File: src/rtl/packet_limiter_pkg.sv
// Shared definitions for the packet limiter: FSM states and counter widths.
package packet_limiter_pkg;

    localparam int PKT_CNT_W  = 32;
    localparam int BYTE_CNT_W = 64;

    typedef enum logic [1:0] {
        S_IDLE,
        S_ARMED,
        S_RUN
    } state_t;

endpackage

File: src/rtl/packet_limiter_if.sv
// AXI-Stream bundle used for both the input and output side of the limiter.
interface packet_limiter_if #(
    parameter int DW = 512
);

    logic [DW-1:0]   tdata;
    logic [DW/8-1:0] tkeep;
    logic            tlast;
    logic            tvalid;
    logic            tready;

    modport master (
        output tdata, tkeep, tlast, tvalid,
        input  tready
    );

    modport slave (
        input  tdata, tkeep, tlast, tvalid,
        output tready
    );

endinterface

File: src/rtl/packet_limiter_keep_popcount.sv
// Purely combinational ones-count of a TKEEP vector (bytes valid in one beat).
module keep_popcount #(
    parameter int KW = 64,
    parameter int CW = $clog2(KW) + 1
) (
    input  logic [KW-1:0] keep,
    output logic [CW-1:0] count
);

    // Sum every keep bit; the width holds the all-ones case without overflow.
    always_comb begin
        count = '0;
        for (int i = 0; i < KW; i++) begin
            count = count + CW'(keep[i]);
        end
    end

endmodule

File: src/rtl/packet_limiter.sv
// Forwards a bounded number of whole AXI-Stream packets after a start pulse,
// then closes and drops everything else. Counts forwarded packets and bytes.
module packet_limiter
    import packet_limiter_pkg::*;
#(
    parameter int DW = 512
) (
    input  logic                  clk,
    input  logic                  resetn,
    input  logic                  start,
    input  logic [PKT_CNT_W-1:0]  max_packets,
    output logic                  busy,
    output logic                  done,
    output logic [PKT_CNT_W-1:0]  packet_count,
    output logic [BYTE_CNT_W-1:0] byte_count,
    packet_limiter_if.slave       axis_in,
    packet_limiter_if.master      axis_out
);

    localparam int KW = DW / 8;
    localparam int PW = $clog2(KW) + 1;

    state_t                  state;
    state_t                  state_nxt;
    logic                    in_packet;
    logic                    done_r;
    logic [PKT_CNT_W-1:0]    limit;
    logic [PKT_CNT_W-1:0]    pkt_cnt;
    logic [BYTE_CNT_W-1:0]   byte_cnt;
    logic [PW-1:0]           keep_ones;
    logic                    in_hs;
    logic                    out_hs;
    logic                    limit_hit;

    keep_popcount #(
        .KW (KW),
        .CW (PW)
    ) u_keep_popcount (
        .keep  (axis_in.tkeep),
        .count (keep_ones)
    );

    // In RUN the output is the input, so the input side handshake terms
    // describe the output handshake as well.
    assign in_hs     = axis_in.tvalid & axis_in.tready;
    assign out_hs    = (state == S_RUN) & axis_in.tvalid & axis_out.tready;
    assign limit_hit = out_hs & axis_in.tlast & (limit != '0)
                       & ((pkt_cnt + PKT_CNT_W'(1)) == limit);

    assign busy         = (state != S_IDLE);
    assign done         = done_r;
    assign packet_count = pkt_cnt;
    assign byte_count   = byte_cnt;

    // State register.
    always_ff @(posedge clk or negedge resetn) begin
        if (!resetn) begin
            state <= S_IDLE;
        end else begin
            state <= state_nxt;
        end
    end

    // Next state and stream gating; the output bus is forced to zero unless running.
    always_comb begin
        state_nxt       = state;
        axis_in.tready  = 1'b1;
        axis_out.tdata  = '0;
        axis_out.tkeep  = '0;
        axis_out.tlast  = 1'b0;
        axis_out.tvalid = 1'b0;
        case (state)
            S_IDLE: begin
                if (start) begin
                    state_nxt = S_ARMED;
                end
            end
            S_ARMED: begin
                // Drain the tail of a packet already in flight; stall at a
                // boundary so the next packet head is not lost.
                axis_in.tready = in_packet;
                if (!in_packet) begin
                    state_nxt = S_RUN;
                end
            end
            S_RUN: begin
                axis_out.tdata  = axis_in.tdata;
                axis_out.tkeep  = axis_in.tkeep;
                axis_out.tlast  = axis_in.tlast;
                axis_out.tvalid = axis_in.tvalid;
                axis_in.tready  = axis_out.tready;
                if (limit_hit) begin
                    state_nxt = S_IDLE;
                end
            end
            default: begin
                state_nxt = S_IDLE;
            end
        endcase
    end

    // Track whether the input stream is between the head and tail of a packet.
    always_ff @(posedge clk or negedge resetn) begin
        if (!resetn) begin
            in_packet <= 1'b0;
        end else if (in_hs) begin
            in_packet <= !axis_in.tlast;
        end
    end

    // Run setup on start and counting of forwarded beats and packets.
    always_ff @(posedge clk or negedge resetn) begin
        if (!resetn) begin
            limit    <= '0;
            pkt_cnt  <= '0;
            byte_cnt <= '0;
            done_r   <= 1'b0;
        end else if ((state == S_IDLE) && start) begin
            limit    <= max_packets;
            pkt_cnt  <= '0;
            byte_cnt <= '0;
            done_r   <= 1'b0;
        end else if (out_hs) begin
            byte_cnt <= byte_cnt + BYTE_CNT_W'(keep_ones);
            if (axis_in.tlast) begin
                pkt_cnt <= pkt_cnt + PKT_CNT_W'(1);
            end
            if (limit_hit) begin
                done_r <= 1'b1;
            end
        end
    end

endmodule

File: src/flat_wrapper.sv
// flat-port wrapper written by rule: the top's interface ports become plain ports
module packet_limiter_flat import packet_limiter_pkg::*;
#(
    parameter int DW = 512
)
  (clk, resetn, start, max_packets, busy, done, packet_count, byte_count, axis_in_tdata, axis_in_tkeep, axis_in_tlast, axis_in_tvalid, axis_in_tready, axis_out_tdata, axis_out_tkeep, axis_out_tlast, axis_out_tvalid, axis_out_tready);
  packet_limiter_if #(.DW(DW)) axis_in_i ();
  packet_limiter_if #(.DW(DW)) axis_out_i ();
  input  logic clk;
  input  logic resetn;
  input  logic start;
  input  logic [PKT_CNT_W-1:0] max_packets;
  output logic busy;
  output logic done;
  output logic [PKT_CNT_W-1:0] packet_count;
  output logic [BYTE_CNT_W-1:0] byte_count;
  input wire logic [$bits(axis_in_i.tdata)-1:0] axis_in_tdata;
  input wire logic [$bits(axis_in_i.tkeep)-1:0] axis_in_tkeep;
  input wire logic [$bits(axis_in_i.tlast)-1:0] axis_in_tlast;
  input wire logic [$bits(axis_in_i.tvalid)-1:0] axis_in_tvalid;
  output wire logic [$bits(axis_in_i.tready)-1:0] axis_in_tready;
  output wire logic [$bits(axis_out_i.tdata)-1:0] axis_out_tdata;
  output wire logic [$bits(axis_out_i.tkeep)-1:0] axis_out_tkeep;
  output wire logic [$bits(axis_out_i.tlast)-1:0] axis_out_tlast;
  output wire logic [$bits(axis_out_i.tvalid)-1:0] axis_out_tvalid;
  input wire logic [$bits(axis_out_i.tready)-1:0] axis_out_tready;
  assign axis_in_i.tdata = axis_in_tdata;
  assign axis_in_i.tkeep = axis_in_tkeep;
  assign axis_in_i.tlast = axis_in_tlast;
  assign axis_in_i.tvalid = axis_in_tvalid;
  assign axis_in_tready = axis_in_i.tready;
  assign axis_out_tdata = axis_out_i.tdata;
  assign axis_out_tkeep = axis_out_i.tkeep;
  assign axis_out_tlast = axis_out_i.tlast;
  assign axis_out_tvalid = axis_out_i.tvalid;
  assign axis_out_i.tready = axis_out_tready;
  packet_limiter #(.DW(DW)) u_core (.clk(clk), .resetn(resetn), .start(start), .max_packets(max_packets), .busy(busy), .done(done), .packet_count(packet_count), .byte_count(byte_count), .axis_in(axis_in_i), .axis_out(axis_out_i));
endmodule
File: config.mk
export PLATFORM = sky130hd
export DESIGN_NAME = packet_limiter_flat
export DESIGN_NICKNAME = d
export VERILOG_FILES = /design/src/rtl/packet_limiter_pkg.sv /design/src/rtl/packet_limiter_if.sv /design/src/rtl/packet_limiter_keep_popcount.sv /design/src/rtl/packet_limiter.sv /design/src/flat_wrapper.sv
export SDC_FILE = /design/constraint.sdc
export NUM_CORES = 1
export LEC_CHECK = 0
export CAP_MARGIN = 20
export CELL_PAD_IN_SITES_DETAIL_PLACEMENT = 0
export CELL_PAD_IN_SITES_GLOBAL_PLACEMENT = 1
export CORE_AREA = 8 8 490 492
export CTS_BUF_LIST = sky130_fd_sc_hd__clkbuf_16
export CTS_CLUSTER_SIZE = 8
export DETAILED_ROUTE_END_ITERATION = 10
export DIE_AREA = 0 0 498 500
export PLACE_DENSITY_LB_ADDON = 0.1
export REMOVE_ABC_BUFFERS = 1
export SYNTH_ARGS = -nofsm -noshare
export SYNTH_HDL_FRONTEND = slang
export SYNTH_SLANG_ARGS = --single-unit
File: constraint.sdc
create_clock -name clk -period 6.99 [get_ports clk]
set_clock_uncertainty 0.2 [all_clocks]
set_input_delay 1.0485 -clock clk [delete_from_list [all_inputs] [get_ports clk]]
set_output_delay 1.0485 -clock clk [all_outputs]
set_load 0.02 [all_outputs]
======== Yosys cells after proc, flatten, opt, wreduce, memory -nomap -nowiden ========
Index checks and enable logic that the tools add are counted.
cells by class
  add/subtract/negate cells ............... 65
  equal/unequal tests ..................... 6
  multiplexer cells ....................... 17
  bitwise gates (word level) .............. 6
  reductions and logical operators ........ 11
operator list
  kind                   number
  $mux 512               1
  $add 7x1->7            57
  $mux 64                3
  $mux 32                3
  $add 64x7->64          1
  $add 32x1->32 const B  1
  $eq 32x32->1           1
  $reduce_bool 32->1     1
  $reduce_bool 2->1      4
  $add 6x1->7            1
  $add 5x1->6            1
  $and 1x1->1            6
  $mux 2                 3
  $pmux 2 s3             1
  $add 4x1->5            1
  $mux 1                 5
  $add 3x1->4            1
  $ne 2x2->1 const B     2
  $reduce_and 2->1       2
  $add 2x1->3            1
  $reduce_and 3->1       1
  $add 1x1->2            1
  $eq 2x1->1 const B     1
  $eq 2x2->1 const B     1
  5 further kinds        5
word-level totals
  bits in registers ....................... 132
  input port bits ......................... 614
  output and inout port bits .............. 677
  logic and storage cells ................. 111

======== Depth between registers and ports, before layout ========
  word-level depth ........................ 66
  gate-level depth with buffers ........... 25
  depth with buffers taken out ............ 23

======== Modules after synthesis ========
A second synthesis with hierarchy kept.
second synthesis, totals
  cell total of the unflattened synthesis .. 1606
  area total of the unflattened synthesis .. 13066.3 um^2
modules (own cells, without submodules)
  module          times used  cells an instance  area an instance (um^2)  sequential area each (um^2)
  packet_limiter  1           1434               11337.1                  3303.2
  keep_popcount   1           172                1729.2                   0.0

======== Least setup slack after synthesis ========
Ideal clock, no wire load.
  kind .................................... input -> register
  start ................................... input axis_in_tkeep[35]
  end ..................................... register u_core.byte_cnt[45], in the netlist u_core.byte_count[45]
  library setup time ...................... 120 ps
  arrival ................................. 7482 ps
  required time ........................... 6670 ps
  slack ................................... -812 ps
  stages .................................. 23
  path buffers ............................ 0
  cells stage by stage .................... inv_1 fa_1 inv_1 fa_1 fa_1 inv_1 fa_1 inv_1 fa_1 fa_1 fa_1 inv_1 fa_1 inv_1 ha_1 nor2b_1 o21a_1 o21ai_0 a211oi_1 o21ai_1 nor3_1 a31oi_1 a41o_1
between the ends
  cells in the longest elaborated chain, start to end .. 32
ends and longest elaborated chain
  item                       line                                source
  start: declaration         flat_wrapper.sv:18                  input wire logic [$bits(axis_in_i.tkeep)-1:0] axis_in_tkeep;
  $add 7x1->7 (29 in a row)  packet_limiter_keep_popcount.sv:14  count = count + CW'(keep[i]);
  $add 64x7->64              packet_limiter.sv:124               byte_cnt <= byte_cnt + BYTE_CNT_W'(keep_ones);
  $mux 64                    packet_limiter.sv:123               end else if (out_hs) begin
  $mux 64                    packet_limiter.sv:118               end else if ((state == S_IDLE) && start) begin
  end signal: assignment     packet_limiter.sv:124
  end: declaration           packet_limiter.sv:29                logic [BYTE_CNT_W-1:0] byte_cnt;
Every way passes these cells. The select of a mux whose other input is x is not followed.
A chain may end at the register's enable or synchronous reset.

======== Worst setup path after layout ========
  start ................................... input axis_in_tkeep[9]
  end ..................................... register u_core.byte_cnt[30], in the netlist u_core.byte_count[30]
between the ends
  cells in the longest elaborated chain, start to end .. 58
ends and longest elaborated chain
  item                       line
  $add 7x1->7 (55 in a row)  packet_limiter_keep_popcount.sv:14
  $add 64x7->64              packet_limiter.sv:124
  $mux 64                    packet_limiter.sv:123
  $mux 64                    packet_limiter.sv:118
Every way passes these cells. The select of a mux whose other input is x is not followed.

==> results.cfg <==
[worst_setup_path]
r2r_slack_ns = -0.02
worst_ep_arrival_time_ns = 7.81
start_kind = input pin
rr_startpoint = u_core.byte_count[0]
r2r_cells = 22
endpoint_kind = flip-flop
worst-endpoint-required_ns = 7.11
critPathKind = input pin to flip-flop
cp_max_fo = 8
r2r-end = u_core.byte_count[30]

[yosys]
synth_cells = 1705
synthesis.area_um2 = 13300
post_synth_num_cell_types = 59
synth_edf_count = 0
synth-seq-cells = 132
yosysSeqAreaShare = 0.248
async_flop_share = 1.00
yosysWarnings = 0
synthFlopType = dfrtp_1
syn_area_per_cell_um2 = 7.83

[die]
die_w_um = 498
rows = 177
start_util = 0.0575
die_y_um = 500
core-area_um2 = 232000
die-area_um2 = 249000
io_pins = 1291

[placement]
io_buffers = 1290
place_congestion = 0.893
dp.final_hpwl_um = 222000
dp_cells = 6017
dpl-instance-area_um2 = 30500

[route]
detail_route.wl_per_cell_um = 40.1
vias = 18418
drt_wl_total_um = 244000
drc = 0
drt_iter0_markers = 841
viasPerCell = 3.02
firstDrtPassIters = 5
drtAntennaViolNets = 0

[clocking]
cts_hold_buf = 0
path_clk_slew_ns = 0.07
cts_tree = done
cts.sinks = 132
clk_path_buf_depth = 2
cts_root_buf = clkbuf_16
cts_buffers = 17
worstSkewPairLatency_ns = 0.46
cts-htree-levels = 4

[timing]
drv_slew = 0
fin_ws_ns = -0.692
period_needed_ns = 7.68
worst_pin_slew_ns = 1.16
rsz0062_at_grt = yes
fmax_mhz = 130
min_period_over_period = 1.10
setup_violations = 59
hold_violations = 0
relSlewSlack = 0.226

[power]
power.density_nw_per_um2 = 396
peakVddDrop_mv = 0.839
power_leakage_nw = 11.7
total_power_mw = 12.5

[grt]
grt_pass1_vias = 19249
gr-usage-met1 = 0.212
grt_util_all_layers = 0.188
grt_pass1_wl_um = 292000
grt_max_degree = 103
grt_antenna_before_repair = 227
met2_usage = 0.339
top_usage_layer = met2
use_met3 = 0.0846
gr-total-overflow = 0

[layout]
fin_cells = 6092
layout_commonest_cell = clkdlybuf4s50_1
n_fill_cell = 26492
nNetsFinal = 3711
drive_gt1_frac = 0.0847
seqCellArea_um2 = 3300
stdcell_area_um2 = 31600
mostFrequentLayoutCells = clkdlybuf4s50_1 (1255), and2_1 (583), nand2_1 (159), dfrtp_1 (132), inv_1 (89)
multiInputGateArea_um2 = 9620
area_growth_syn_to_layout_pct = 137

[worst_hold_path]
hp-class = flip-flop to flip-flop
worstHoldStart = u_core.limit[1]
hold_end = u_core.limit[1]
min_path_cells = 2

[run_status]
violations = negative setup slack
status = finished, violations left

[run]
maxCapViolations = 0
==> cell usage after synthesis, drive strengths merged, types with 21 or more instances <==
library cell	number	area share
a21oi	41	0.015
and2	584	0.27
clkbuf	100	0.028
dfrtp	132	0.25
fa	56	0.084
ha	33	0.031
inv	107	0.030
nand2	160	0.045
nand3	37	0.014
nand4	31	0.016
nor2	85	0.024
nor3	25	0.010
nor4	21	0.0098
o21ai	23	0.0086
xnor2	72	0.048
xor2	36	0.024
==> worst max-delay path by stage <==
stage | to | from | slack, ns
floorplan | u_core.byte_count[22] | u_core.state[0] | -3.58
global placement | u_core.byte_count[54] | axis_in_tkeep[23] | -1.81
detailed placement | u_core.byte_count[34] | axis_in_tkeep[23] | -1.85
CTS | u_core.byte_count[46] | axis_in_tkeep[17] | -0.77
global route | u_core.byte_count[30] | axis_in_tkeep[17] | -0.92
finish | u_core.byte_count[30] | axis_in_tkeep[9] | -0.69
==> metal layers <==
| layer | vias to the layer above | part of all wire | routed length [um] |
|---|---|---|---|
| met4 | 74 | 0.0080 | 1950 |
| met2 | 1023 | 0.50 | 122000 |
| met3 | 232 | 0.096 | 23400 |
| met5 | - | 0.0020 | 485 |
| li1 | 8104 | - | - |
| met1 | 8985 | 0.39 | 96200 |
==> cells by family after synthesis <==
logic type	count (synthesis)	share of synthesized area
and+or+nand+nor	1014	0.430
buffers and inverters	220	0.0641
AOI/OAI and AO/OA	138	0.0685
DFF	132	0.248
xor gates and xnor gates	108	0.0714
adders and majority gates	89	0.115
muxes	4	0.00300
==> worst max-delay path: stages <==
cell and delay [ns]:
clkdlybuf4s15_2 0.19, inv_2 0.04, fa_1 0.52, fa_2 0.47, fa_2 0.68, fa_1 0.49
fa_1 0.51, fa_1 0.58, fa_1 0.44, fa_1 0.47, fa_2 0.37, fa_2 0.36
nor2b_1 0.15, o21ai_2 0.07, a21boi_1 0.19, o21a_1 0.17, o21ai_2 0.08, buf_12 0.15
buf_12 0.15, a2111oi_4 0.33, buf_4 0.16, xnor2_1 0.10, nor2_1 0.06
==> repair_timing <==
action,CTS,global route
pin swaps,73,35
buffers inserted,14,6
gates resized for setup,192,36
endpoints found under the setup margin,63,61
==> power by group <==
group | switching, mW | total [mW] | internal, mW
sequential | 0.167 | 1.05 | 0.878
combinational | 6.01 | 10.5 | 4.54
clock | 0.410 | 0.923 | 0.513
==> through the flow <==
stage	setup WS, ns	util	hold WS (ns)	TNS, ns
2_1_floorplan	-3.58	-	0.288	-1108.24
3_3_place_gp	-1.81	0.132	0.324	-97.41
3_5_place_dp	-1.85	0.132	0.322	-97.40
4_1_cts	-0.772	0.135	0.344	-32.32
5_1_grt	-0.917	0.136	0.363	-42.82
6_report	-0.692	0.136	0.339	-29.83
==> state kept, by name, indices dropped and copies added, names as in the netlist <==
| name | cells |
|---|---|
| u_core.in_packet | 1 |
| u_core.state | 2 |
| u_core.byte_count | 64 |
| u_core.limit | 32 |
| u_core.done | 1 |
| u_core.packet_count | 32 |
==> cell type report <==
cell class / count / area share
inverter: 107 / 0.0128
multi-input combinational: 1353 / 0.304
timing repair buffer: 1397 / 0.439
antenna: 28 / 0.00222
tap: 3043 / 0.120
sequential: 132 / 0.104
clock inverter: 15 / 0.00388
clock buffer: 17 / 0.0135
Power figures use the tool's default switching activity.
